**config.mk**
```make
export PLATFORM = sky130hd
export DESIGN_NAME = vga_code_fetch
export DESIGN_NICKNAME = d
export VERILOG_FILES = /design/src/rtl/vga_pkg.sv /design/src/rtl/vga_timing.sv /design/src/rtl/vga_code_fetch.sv
export SDC_FILE = /design/constraint.sdc
export NUM_CORES = 1
export LEC_CHECK = 0
export ABC_AREA = 1
export BUFFER_PORTS_ARGS = -buffer_cell sky130_fd_sc_hd__buf_2
export CORE_ASPECT_RATIO = 0.8
export CORE_MARGIN = 5
export CORE_UTILIZATION = 30
export DETAILED_ROUTE_END_ITERATION = 12
export PLACE_DENSITY_LB_ADDON = 0.2
export SLEW_MARGIN = 20
export SYNTH_ARGS = -nofsm -noshare
export SYNTH_HDL_FRONTEND = slang
export SYNTH_SLANG_ARGS = --single-unit
```
**constraint.sdc**
```tcl
create_clock -name CLK -period 4.4 [get_ports CLK]
set_clock_uncertainty 0.15 [all_clocks]
set_input_delay 1.1 -clock CLK [delete_from_list [all_inputs] [get_ports CLK]]
set_output_delay 1.1 -clock CLK [all_outputs]
set_load 0.01 [all_outputs]
```
**src/rtl/vga_pkg.sv**
```systemverilog
// Shared VGA timing constants, pipeline control bundle and frame-buffer
// addressing helper for the palette-code fetch path.
package vga_pkg;
    localparam int H_ACTIVE = 640;
    localparam int H_FP     = 16;
    localparam int H_SYNC   = 96;
    localparam int H_BP     = 48;
    localparam int V_ACTIVE = 480;
    localparam int V_FP     = 10;
    localparam int V_SYNC   = 2;
    localparam int V_BP     = 33;

    localparam int FB_WIDTH = 160;
    localparam int ADDR_W   = 15;
    localparam int CNT_W    = 10;

    localparam logic [7:0] BLANK_CODE = 8'hFE;

    typedef struct packed {
        logic hsync;
        logic vsync;
        logic video_on;
        logic frame_start;
    } vga_ctrl_t;

    localparam vga_ctrl_t CTRL_IDLE = '{hsync: 1'b1, vsync: 1'b1, video_on: 1'b0, frame_start: 1'b0};

    // Row base for the FB_WIDTH-wide buffer: row*160 = row*128 + row*32.
    function automatic logic [ADDR_W-1:0] fb_row_base(input logic [ADDR_W-1:0] row);
        return (row << 7) + (row << 5);
    endfunction
endpackage

```
**src/rtl/vga_timing.sv**
```systemverilog
// Horizontal/vertical pixel counters and the stage-0 sync, video_on and
// frame_start decode, advancing only on pixel-enabled clock edges.
module vga_timing
    import vga_pkg::*;
#(
    parameter int H_ACTIVE = vga_pkg::H_ACTIVE,
    parameter int V_ACTIVE = vga_pkg::V_ACTIVE
) (
    input  logic             clk_i,
    input  logic             rst_i,
    input  logic             pix_en_i,
    output logic [CNT_W-1:0] h_cnt_o,
    output logic [CNT_W-1:0] v_cnt_o,
    output vga_ctrl_t        ctrl_o
);
    localparam logic [CNT_W-1:0] H_VIS    = CNT_W'(H_ACTIVE);
    localparam logic [CNT_W-1:0] HS_START = CNT_W'(H_ACTIVE + H_FP);
    localparam logic [CNT_W-1:0] HS_END   = CNT_W'(H_ACTIVE + H_FP + H_SYNC);
    localparam logic [CNT_W-1:0] H_LAST   = CNT_W'(H_ACTIVE + H_FP + H_SYNC + H_BP - 1);
    localparam logic [CNT_W-1:0] V_VIS    = CNT_W'(V_ACTIVE);
    localparam logic [CNT_W-1:0] VS_START = CNT_W'(V_ACTIVE + V_FP);
    localparam logic [CNT_W-1:0] VS_END   = CNT_W'(V_ACTIVE + V_FP + V_SYNC);
    localparam logic [CNT_W-1:0] V_LAST   = CNT_W'(V_ACTIVE + V_FP + V_SYNC + V_BP - 1);

    logic [CNT_W-1:0] h_cnt_q;
    logic [CNT_W-1:0] h_cnt_d;
    logic [CNT_W-1:0] v_cnt_q;
    logic [CNT_W-1:0] v_cnt_d;

    // Next count: h wraps at end of line; v steps on that wrap and wraps at end of frame.
    always_comb begin
        h_cnt_d = h_cnt_q;
        v_cnt_d = v_cnt_q;
        if (h_cnt_q == H_LAST) begin
            h_cnt_d = {CNT_W{1'b0}};
            if (v_cnt_q == V_LAST) begin
                v_cnt_d = {CNT_W{1'b0}};
            end else begin
                v_cnt_d = v_cnt_q + 1'b1;
            end
        end else begin
            h_cnt_d = h_cnt_q + 1'b1;
            v_cnt_d = v_cnt_q;
        end
    end

    // Counter registers; reset takes priority over the pixel enable.
    always_ff @(posedge clk_i) begin
        if (rst_i) begin
            h_cnt_q <= {CNT_W{1'b0}};
            v_cnt_q <= {CNT_W{1'b0}};
        end else if (pix_en_i) begin
            h_cnt_q <= h_cnt_d;
            v_cnt_q <= v_cnt_d;
        end
    end

    // Stage-0 decode of the current counter position.
    always_comb begin
        ctrl_o             = CTRL_IDLE;
        ctrl_o.hsync       = ~((h_cnt_q >= HS_START) && (h_cnt_q < HS_END));
        ctrl_o.vsync       = ~((v_cnt_q >= VS_START) && (v_cnt_q < VS_END));
        ctrl_o.video_on    = (h_cnt_q < H_VIS) && (v_cnt_q < V_VIS);
        ctrl_o.frame_start = (h_cnt_q == {CNT_W{1'b0}}) && (v_cnt_q == {CNT_W{1'b0}});
    end

    assign h_cnt_o = h_cnt_q;
    assign v_cnt_o = v_cnt_q;
endmodule

```
**src/rtl/vga_code_fetch.sv**
```systemverilog
// Two-stage pixel pipeline: stage 1 issues the scaled frame-buffer address,
// stage 2 captures the returned palette code with sync/video aligned to it.
module vga_code_fetch
    import vga_pkg::*;
#(
    parameter int H_ACTIVE    = vga_pkg::H_ACTIVE,
    parameter int V_ACTIVE    = vga_pkg::V_ACTIVE,
    parameter int SCALE_SHIFT = 2
) (
    input  logic              CLK,
    input  logic              RST,
    input  logic              PIX_EN,
    output logic [ADDR_W-1:0] MEM_ADDR,
    input  logic [7:0]        MEM_DATA,
    output logic [7:0]        CODE,
    output logic              HSYNC,
    output logic              VSYNC,
    output logic              VIDEO_ON,
    output logic              FRAME_START
);
    logic [CNT_W-1:0]  h_cnt_s;
    logic [CNT_W-1:0]  v_cnt_s;
    vga_ctrl_t         ctrl0_s;
    vga_ctrl_t         ctrl1_q;
    vga_ctrl_t         ctrl2_q;
    logic [ADDR_W-1:0] addr_d;
    logic [ADDR_W-1:0] addr_q;
    logic [7:0]        code_d;
    logic [7:0]        code_q;

    vga_timing #(
        .H_ACTIVE (H_ACTIVE),
        .V_ACTIVE (V_ACTIVE)
    ) u_timing (
        .clk_i    (CLK),
        .rst_i    (RST),
        .pix_en_i (PIX_EN),
        .h_cnt_o  (h_cnt_s),
        .v_cnt_o  (v_cnt_s),
        .ctrl_o   (ctrl0_s)
    );

    // Scaled row base plus scaled column; parked at 0 outside the visible area.
    always_comb begin
        addr_d = {ADDR_W{1'b0}};
        if (ctrl0_s.video_on) begin
            addr_d = fb_row_base(ADDR_W'(v_cnt_s >> SCALE_SHIFT)) + ADDR_W'(h_cnt_s >> SCALE_SHIFT);
        end else begin
            addr_d = {ADDR_W{1'b0}};
        end
    end

    // Memory data is only meaningful for a visible pixel; blanked pixels show black.
    always_comb begin
        code_d = BLANK_CODE;
        if (ctrl1_q.video_on) begin
            code_d = MEM_DATA;
        end else begin
            code_d = BLANK_CODE;
        end
    end

    // Pipeline stages 1 and 2; reset takes priority over the pixel enable.
    always_ff @(posedge CLK) begin
        if (RST) begin
            addr_q  <= {ADDR_W{1'b0}};
            ctrl1_q <= CTRL_IDLE;
            code_q  <= BLANK_CODE;
            ctrl2_q <= CTRL_IDLE;
        end else if (PIX_EN) begin
            addr_q  <= addr_d;
            ctrl1_q <= ctrl0_s;
            code_q  <= code_d;
            ctrl2_q <= ctrl1_q;
        end
    end

    assign MEM_ADDR    = addr_q;
    assign CODE        = code_q;
    assign HSYNC       = ctrl2_q.hsync;
    assign VSYNC       = ctrl2_q.vsync;
    assign VIDEO_ON    = ctrl2_q.video_on;
    assign FRAME_START = ctrl2_q.frame_start;
endmodule

```
== Word level (Yosys, flattened, before mapping) ==
Cells that the tools add are included.

* Divide/modulo/power cells: 0
* Bitwise gates (word level): 2
* Shift-type cells: 0
* $lt $le $gt $ge: 6
* Reductions and logical operators: 7
* Multipliers: 0
* Muxes and demuxes: 4
* Equal/unequal tests: 2
* Add/subtract/negate cells: 4

{| class="wikitable"
|+ Operators with widths
! cell !! number
|-
| $add A10 B1 Y10 const B || 2
|-
| $eq A10 B10 Y1 const B || 2
|-
| $logic_not A10 Y1 || 2
|-
| $lt A10 B10 Y1 const B || 2
|-
| $lt A10 B9 Y1 const B || 2
|-
| $mux W10 || 2
|-
| $add A15 B13 Y15 || 1
|-
| $add A15 B8 Y15 || 1
|-
| $mux W15 || 1
|-
| $ge A10 B10 Y1 const B || 1
|-
| $ge A10 B9 Y1 const B || 1
|-
| $mux W8 || 1
|-
| $logic_and A1 B1 Y1 || 4
|-
| $not A1 Y1 || 2
|-
| $reduce_and A2 Y1 || 1
|}

* Bits of input ports: 11
* Logic and storage cells: 37
* Memory bits (read-only): 0
* Output and inout port bits: 27
* Flip-flop bits (word level): 51
* RAM bits: 0
* Memories kept: 0
* Bits in latches: 0

== Logic depth before layout (Yosys ltp) ==
Gate-level depths: netlist of the first run.

* Word-level depth: 3
* Depth in mapped cells: 12
* Mapped depth without buffers: 12

== Hierarchy ==
From an unflattened synthesis of the first run, not the netlist that was laid out.

* Cell total of the unflattened synthesis: 402
* Area total of the unflattened synthesis: 2831.5 um2

{| class="wikitable"
|+ Modules (own cells, without submodules)
! module !! cells an instance !! times used !! area each (um2) !! sequential area each (um2)
|-
| vga_code_fetch || 209 || 1 || 1579.0 || 620.6
|-
| vga_timing || 193 || 1 || 1252.5 || 400.4
|}

== Least setup slack after synthesis of the first run ==
No wires, ideal clock.

* Path type: register to register
* Start: register u_timing.v_cnt_q[2], in the netlist u_timing.v_cnt_o[2]
* End: register addr_q[9], in the netlist MEM_ADDR[9]
* Arrival: 1.876 ns
* Required time: 4.118 ns
* Path buffers: 0
* Cell stages (with the launch flop): 10
* Clock period less this slack: 2.159 ns
* Library setup time: 0.132 ns
* Slack: 2.241 ns
* Cell sequence: dfxtp_1 -> inv_1 -> fa_1 -> inv_1 -> ha_1 -> nand3_1 -> nand2_1 -> or2_2 -> nand3_1 -> a21oi_1

* Word-level cells in the longest chain between the ends: 3

{| class="wikitable"
|+ RTL lines
! what !! RTL line !! source
|-
| start: declaration || vga_timing.sv:27 || <nowiki>logic [CNT_W-1:0] v_cnt_q;</nowiki>
|-
| start signal: assignment || vga_timing.sv:51 || <nowiki>v_cnt_q <= {CNT_W{1'b0}};</nowiki>
|-
| start signal: assignment || vga_timing.sv:54 || <nowiki>v_cnt_q <= v_cnt_d;</nowiki>
|-
| $add A15 B13 Y15 or $lt A10 B9 Y1 (tied branches) || vga_pkg.sv:30, vga_timing.sv:63 ||
|-
| $add A15 B8 Y15 or $logic_and A1 B1 Y1 (tied branches) || vga_code_fetch.sv:47, vga_timing.sv:63 ||
|-
| $mux W15 (*) || vga_code_fetch.sv:46 || <nowiki>if (ctrl0_s.video_on) begin</nowiki>
|-
| end signal: assignment || vga_code_fetch.sv:66 || <nowiki>addr_q <= {ADDR_W{1'b0}};</nowiki>
|-
| end signal: assignment || vga_code_fetch.sv:71 || <nowiki>addr_q <= addr_d;</nowiki>
|-
| end: declaration || vga_code_fetch.sv:27 || <nowiki>logic [ADDR_W-1:0] addr_q;</nowiki>
|}

Every way passes the cells marked *; elsewhere a longest branch is shown, timed or not.
A chain may end at the register's enable or synchronous reset.

==> impl_metrics.ini, run 1 <==
[die]
overall_die_area_um2 = 10830
placeableCoreArea_um2 = 8558
placement_rows = 30
start_util_pct = 30.99
dieWidth_um = 115.1
die-height_um = 94.11
ios = 38

[synthesis]
synth_warnings = 0
netlist-cell-type-count = 31
syn-cell-area_um2 = 2653
ys.flop_type = dfxtp_1
synth.avg_cell_area_um2 = 7.111
synth_async_sr_flop_share_pct = 0
netlist_instances = 373
synth-seq-cells = 51
synth_enable_flop_cells = 0
number_of_nets_in_the_synthesized_netlist = 406
synth-seq-area-share_pct = 38.49

[worst_setup_path]
criticalPathCategory = input port to register
critPathMaxFanout = 26
crit_buf_inv = 2
max_stage_delay_ns = 0.69
rr_startpoint = u_timing.v_cnt_o[4]
crit_path_start = PIX_EN
cpLargestDelayFamily = buffers and inverters
worst_setup_path_start_kind = input port
worstPathRequired_ns = 4.43
worst_path_max_delay_cell = clkinv_1
cp-end-kind = register
timing.critical_path.cells = buf_2 > clkinv_1 > o21ai_0 > a21oi_1
arrival_ns = 2.58

[placed_design]
buffers_added_on_ports = 37
hpwlAfterDp_um = 4917
gpl.final_weighted_congestion = 0.8305

[routing]
vias_per_cell = 4.499
drt_drc_violations_left = 0
drt-wirelength-per-cell_um = 12.44
wirelength_um = 6481
ant_nets = 0
via_count = 2344
drt_iter0_markers = 143
first_pass_iters = 4

[clock_tree]
cts_tree = built
worst_setup_hold_path_clk_slew_ns = 0.10
tritoncts.num_buffers = 5
post_cts_setup_bufs = 0
cts.path.max_buffers = 2
cts_root_buffer = clkbuf_8
htree_num_levels = 2
clkLatencyLatePin_ns = 0.31
holdBufCountCts = 0
post_cts_resized = 0
clkSinkCount = 51

[pwr]
netSwitchingFraction_pct = 26.00
comb_power_share_pct = 5.8
ir_drop_v = 0.0001355
power_dens_cells_nw_per_um2 = 268.5
p_int_uw = 603.4
share_seq_of_total_power_pct = 58.2
power.share.clock_pct = 36.0
switchingPower_uw = 212.1
cellLeakagePower_nw = 1.388

[status]
status = complete, no violations

[sta]
worst-slew-pin-transition_ns = 0.7347
slew_viol_final = 0
hold_viol = 0
period_minus_slack_ns = 2.554
final-setup-viol-count = 0
post-route-period-util_pct = 58.04
rsz_0062_raised_after_global_routing = false
fin_tns_setup_ns = 0
max-slew-margin-rel_pct = 50.72
maximum_frequency_from_static_timing_analysis_mhz = 391.6

[global_routing]
wire_length_of_the_first_global_routing_pass_um = 10850
grt_max_degree = 28
overflow = 0
initial_antenna_violation_count = 0
groute.usage.overall_pct = 12.46
first_global_vias = 2215

[layout]
final_core_util_pct = 35.48
nNetsFinal = 441
antenna-diode-count = 0
fraction_of_final_layout_cells_sized_beyond_drive_strength_1_pct = 13.20
mostFrequentLayoutCell = nand2_1
final_cell_mix = nand2_1, dfxtp_1, inv_1
area_growth_pct = 14.48

[hold_path]
worst_hold_path_type = register to register
hp-start = MEM_ADDR[8]

[job]
cap_violations = 0
==> worst min-delay path, delay by kind of cell (launching register included) <==
family	cells	cell delay, ns
flops	1	0.32
simple gates	1	0.06
compound gates	1	0.05
==> power groups by stage <==
stage                     Combinational [mW]  Clock [mW]  Sequential, mW
after floorplan                       0.0293           0           0.486
after global placement                0.0469           0           0.485
after detailed placement              0.0481           0           0.485
after CTS                             0.0483       0.301           0.474
after global routing                  0.0541       0.317           0.475
final                                 0.0473       0.294           0.474
==> registers in the layout, summed over array words and instances, names as in the netlist, 4 cells and up <==
signal	count
ctrl1_q	4
u_timing.v_cnt_o	10
MEM_ADDR	15
CODE	8
u_timing.h_cnt_o	10
==> synth_stat cells (2+ instances only) <==
cell,instances,area share (%)
nand2_1,102,14
dfxtp_1,51,38
inv_1,45,6.4
nor2_1,40,5.7
a21oi_1,30,5.7
nand3_1,23,4.3
ha_1,20,9.4
o21ai_0,7,1.3
o22ai_1,7,1.7
clkbuf_1,6,0.85
nand4_1,6,1.4
nor3_1,5,0.94
xor2_1,5,1.7
a211oi_1,3,0.85
o21ai_1,3,0.57
fa_1,2,1.5
nand2_2,2,0.47
nor2_2,2,0.47
or2_2,2,0.47
==> layout make-up <==
cell class	count	area, um^2
Inverter	46	172.7
Fill cell	929	5522
Clock buffer	5	68.82
Clock inverter	3	28.78
Multi-Input combinational cell	267	1420
Tap cell	112	140.1
Sequential cell	51	1021
Timing Repair Buffer	37	185.2
==> worst paths after layout <==
check / endpoint / slack [ns] / cells past startpoint
max: u_timing.h_cnt_o[1] / 1.85 / 4
min: MEM_ADDR[8] / 0.32 / 2
max reg2reg: MEM_ADDR[14] / 1.94 / 10
min reg2reg: MEM_ADDR[8] / 0.32 / 2
==> metrics by stage <==
step	total power [mW]	cells	setup WS [ns]	hold WS, ns	area (um^2)
2_1_floorplan	0.5155	373	2.241	0.2923	2653
3_3_place_gp	0.5317	513	1.581	0.2964	2939
3_5_place_dp	0.5331	513	1.524	0.3025	2939
4_1_cts	0.8236	521	1.847	0.3181	3037
5_1_grt	0.8468	521	1.665	0.3371	3037
6_report	0.8154	521	1.846	0.3162	3037
==> routing by layer <==
layer  global-route usage, %  vias to the layer above  wire length [um]
met5                       0                        -                 0
met4                   2.346                        0                44
li1                        -                     1270                 -
met3                   2.898                        5               255
met1                   19.30                     1034              3666
met2                   17.29                       35              2515
==> cells by family after synthesis <==
| family | synth area share (%) |
|---|---|
| and+or+nand+nor | 29.62 |
| buffers and inverters | 7.971 |
| DFF | 38.49 |
| xor gates and xnor gates | 1.981 |
| adders and majority gates | 10.94 |
| AOI/OAI and AO/OA | 10.99 |
Note: power is estimated with default switching activity, not from simulation.
==> run 2, diff against run 1 <==
==> constraint.sdc (replaced) <==
create_clock -name CLK -period 2.6 [get_ports CLK]
set_clock_uncertainty 0.15 [all_clocks]
set_input_delay 0.65 -clock CLK [delete_from_list [all_inputs] [get_ports CLK]]
set_output_delay 0.65 -clock CLK [all_outputs]
set_load 0.01 [all_outputs]
==> run 2 against run 1 <==
Against the previous run:
- sequential share of layout area down 0.49 points
- cell count is 1.2% higher
- die area unchanged
- via count grew 0.34%
- setup slack lost 1.6 ns
- clock power increased by 66%
- hold slack lost 0.0013 ns
- design area rose by 1.5%
- first-iteration DRC count decreased by 11%
- routed wire length down 3.3%
- largest cell class unchanged
==> impl_metrics.ini, run 2 (synthesized netlist as in run 1, its figures left out) <==
[hold_path]
hp-start = VIDEO_ON
worst_hold_path_type = register to register
holdPathStages = 2
worst_hold_path.endpoint = VIDEO_ON

[pwr]
ir_drop_v = 0.0002023
power_dens_cells_nw_per_um2 = 446.1
cellLeakagePower_nw = 1.418

[die]
placement_rows = 30
ios = 38
overall_die_area_um2 = 10830
dieWidth_um = 115.1
start_util_pct = 30.99
die-height_um = 94.11
placeableCoreArea_um2 = 8558

[layout]
antenna-diode-count = 0
area_growth_pct = 16.18
largest_reg_flops = 15
n_fill_cell = 943
multiInputGateArea_um2 = 1420
final_cell_mix = nand2_1, dfxtp_1, inv_1
mostFrequentLayoutCell = nand2_1
nNetsFinal = 447
fraction_of_final_layout_cells_sized_beyond_drive_strength_1_pct = 14.46
ff_latch_area_um2 = 1021

[global_routing]
initial_antenna_violation_count = 0
top_usage_layer = met1
use_met3_pct = 2.898
first_global_vias = 2094
overflow = 0
wire_length_of_the_first_global_routing_pass_um = 10380
grt_max_degree = 23
groute.usage.overall_pct = 11.82
groute.layer.met2.usage_pct = 16.76
met1_usage_pct = 17.83

[clock_tree]
clkSinkCount = 51
clkLatencyLatePin_ns = 0.31
tritoncts.num_buffers = 5
post_cts_setup_bufs = 0
cts.path.max_buffers = 2
cts_tree = built
cts_root_buffer = clkbuf_8
post_cts_resized = 0
holdBufCountCts = 0
htree_num_levels = 2
worst_setup_hold_path_clk_slew_ns = 0.10

[sta]
final-setup-viol-count = 0
slew_viol_final = 0
timing.final.ws_setup_ns = 0.2820
fin_hold_ws_ns = 0.3149
maximum_frequency_from_static_timing_analysis_mhz = 431.4
period_minus_slack_ns = 2.318
post-route-period-util_pct = 89.15
max-slew-margin-rel_pct = 76.12
fin_tns_setup_ns = 0
worst-slew-pin-transition_ns = 0.3581
rsz_0062_raised_after_global_routing = false
hold_viol = 0

[worst_setup_path]
arrival_ns = 2.36
reg2reg_setup_slack_ns = 0.28
critPathMaxFanout = 5
cpLargestDelayFamily = adder cells
worstPathRequired_ns = 2.65
worst_path_max_delay_cell = fa_1
timing.critical_path.cells = inv_1 > fa_1 > inv_1 > ha_1 > nand3_1 > nand2_1 > or2_2 > nand3_1 > a21oi_1
worst_setup_path_start_kind = register
criticalPathCategory = register to register
crit_path_start = u_timing.v_cnt_o[2]
cp-end-kind = register
capturing_point_of_the_worst_reg2reg_path = MEM_ADDR[9]
crit_buf_inv = 2
max_stage_delay_ns = 0.58
rr_startpoint = u_timing.v_cnt_o[2]
worstRegToRegCells = 9

[routing]
drt-wirelength-per-cell_um = 11.89
drt_drc_violations_left = 0
ant_nets = 0
drt_iter0_markers = 127
vias_per_cell = 4.463
first_pass_iters = 4
wirelength_um = 6267
via_count = 2352

[placed_design]
gpl.final_weighted_congestion = 0.8486
detailedPlace.worstSlack_ns = 0.2817
hpwlAfterDp_um = 4903
buffers_added_on_ports = 37

[job]
cap_violations = 0

[status]
status = complete, no violations
## run 2: cell types whose count changed in the layout (fill, tap and decap cells not counted), sizes merged
cell | before | now
buf | 37 | 43
## run 2: power by group
part | switching [mW] | leakage, nW | internal, mW
Clock | 0.287 | 0.0502 | 0.200
Combinational | 0.0540 | 0.954 | 0.0312
Sequential | 0.00804 | 0.414 | 0.794
## run 2: worst max path at each step
stage / end / slack (ns) / cells after the start
floorplan: MEM_ADDR[9] / 0.44 / 9
global placement: MEM_ADDR[9] / 0.35 / 9
detailed placement: MEM_ADDR[9] / 0.28 / 9
CTS: MEM_ADDR[14] / 0.26 / 10
global route: MEM_ADDR[11] / 0.1 / 11
finish: MEM_ADDR[9] / 0.28 / 9
## run 2: cell type report
type                    count  share of cell area (%)
flip-flops and latches     51                   33.13
multi-input cells         267                   46.08
well taps                 112                   4.547
clock inverters             3                  0.9338
inverters                  46                   5.603
clock buffers               5                   2.233
repair buffers             43                   7.471
## run 2: stage by stage
stage | power (mW) | area [um^2] | util [%] | std cells
3_5_place_dp | 0.9080 | 2984 | 34.87 | 519
6_report | 1.375 | 3082 | 36.01 | 527
2_1_floorplan | 0.8723 | 2653 | - | 373
4_1_cts | 1.398 | 3082 | 36.01 | 527
3_3_place_gp | 0.9065 | 2984 | 34.87 | 519
5_1_grt | 1.435 | 3082 | 36.01 | 527
## run 2: worst min-delay path: cells and delay by family, from the launching register on
| kind | cells | cell delay (ns) |
|---|---|---|
| and+or+nand+nor | 1 | 0.06 |
| AOI/OAI and AO/OA | 1 | 0.05 |
| DFF | 1 | 0.32 |
## run 2: metal layers
metal | wire [um] | part of all wire [%]
met1 | 3351 | 53
met2 | 2552 | 41
met3 | 329 | 5.2
met4 | 33 | 0.53
met5 | 0 | 0
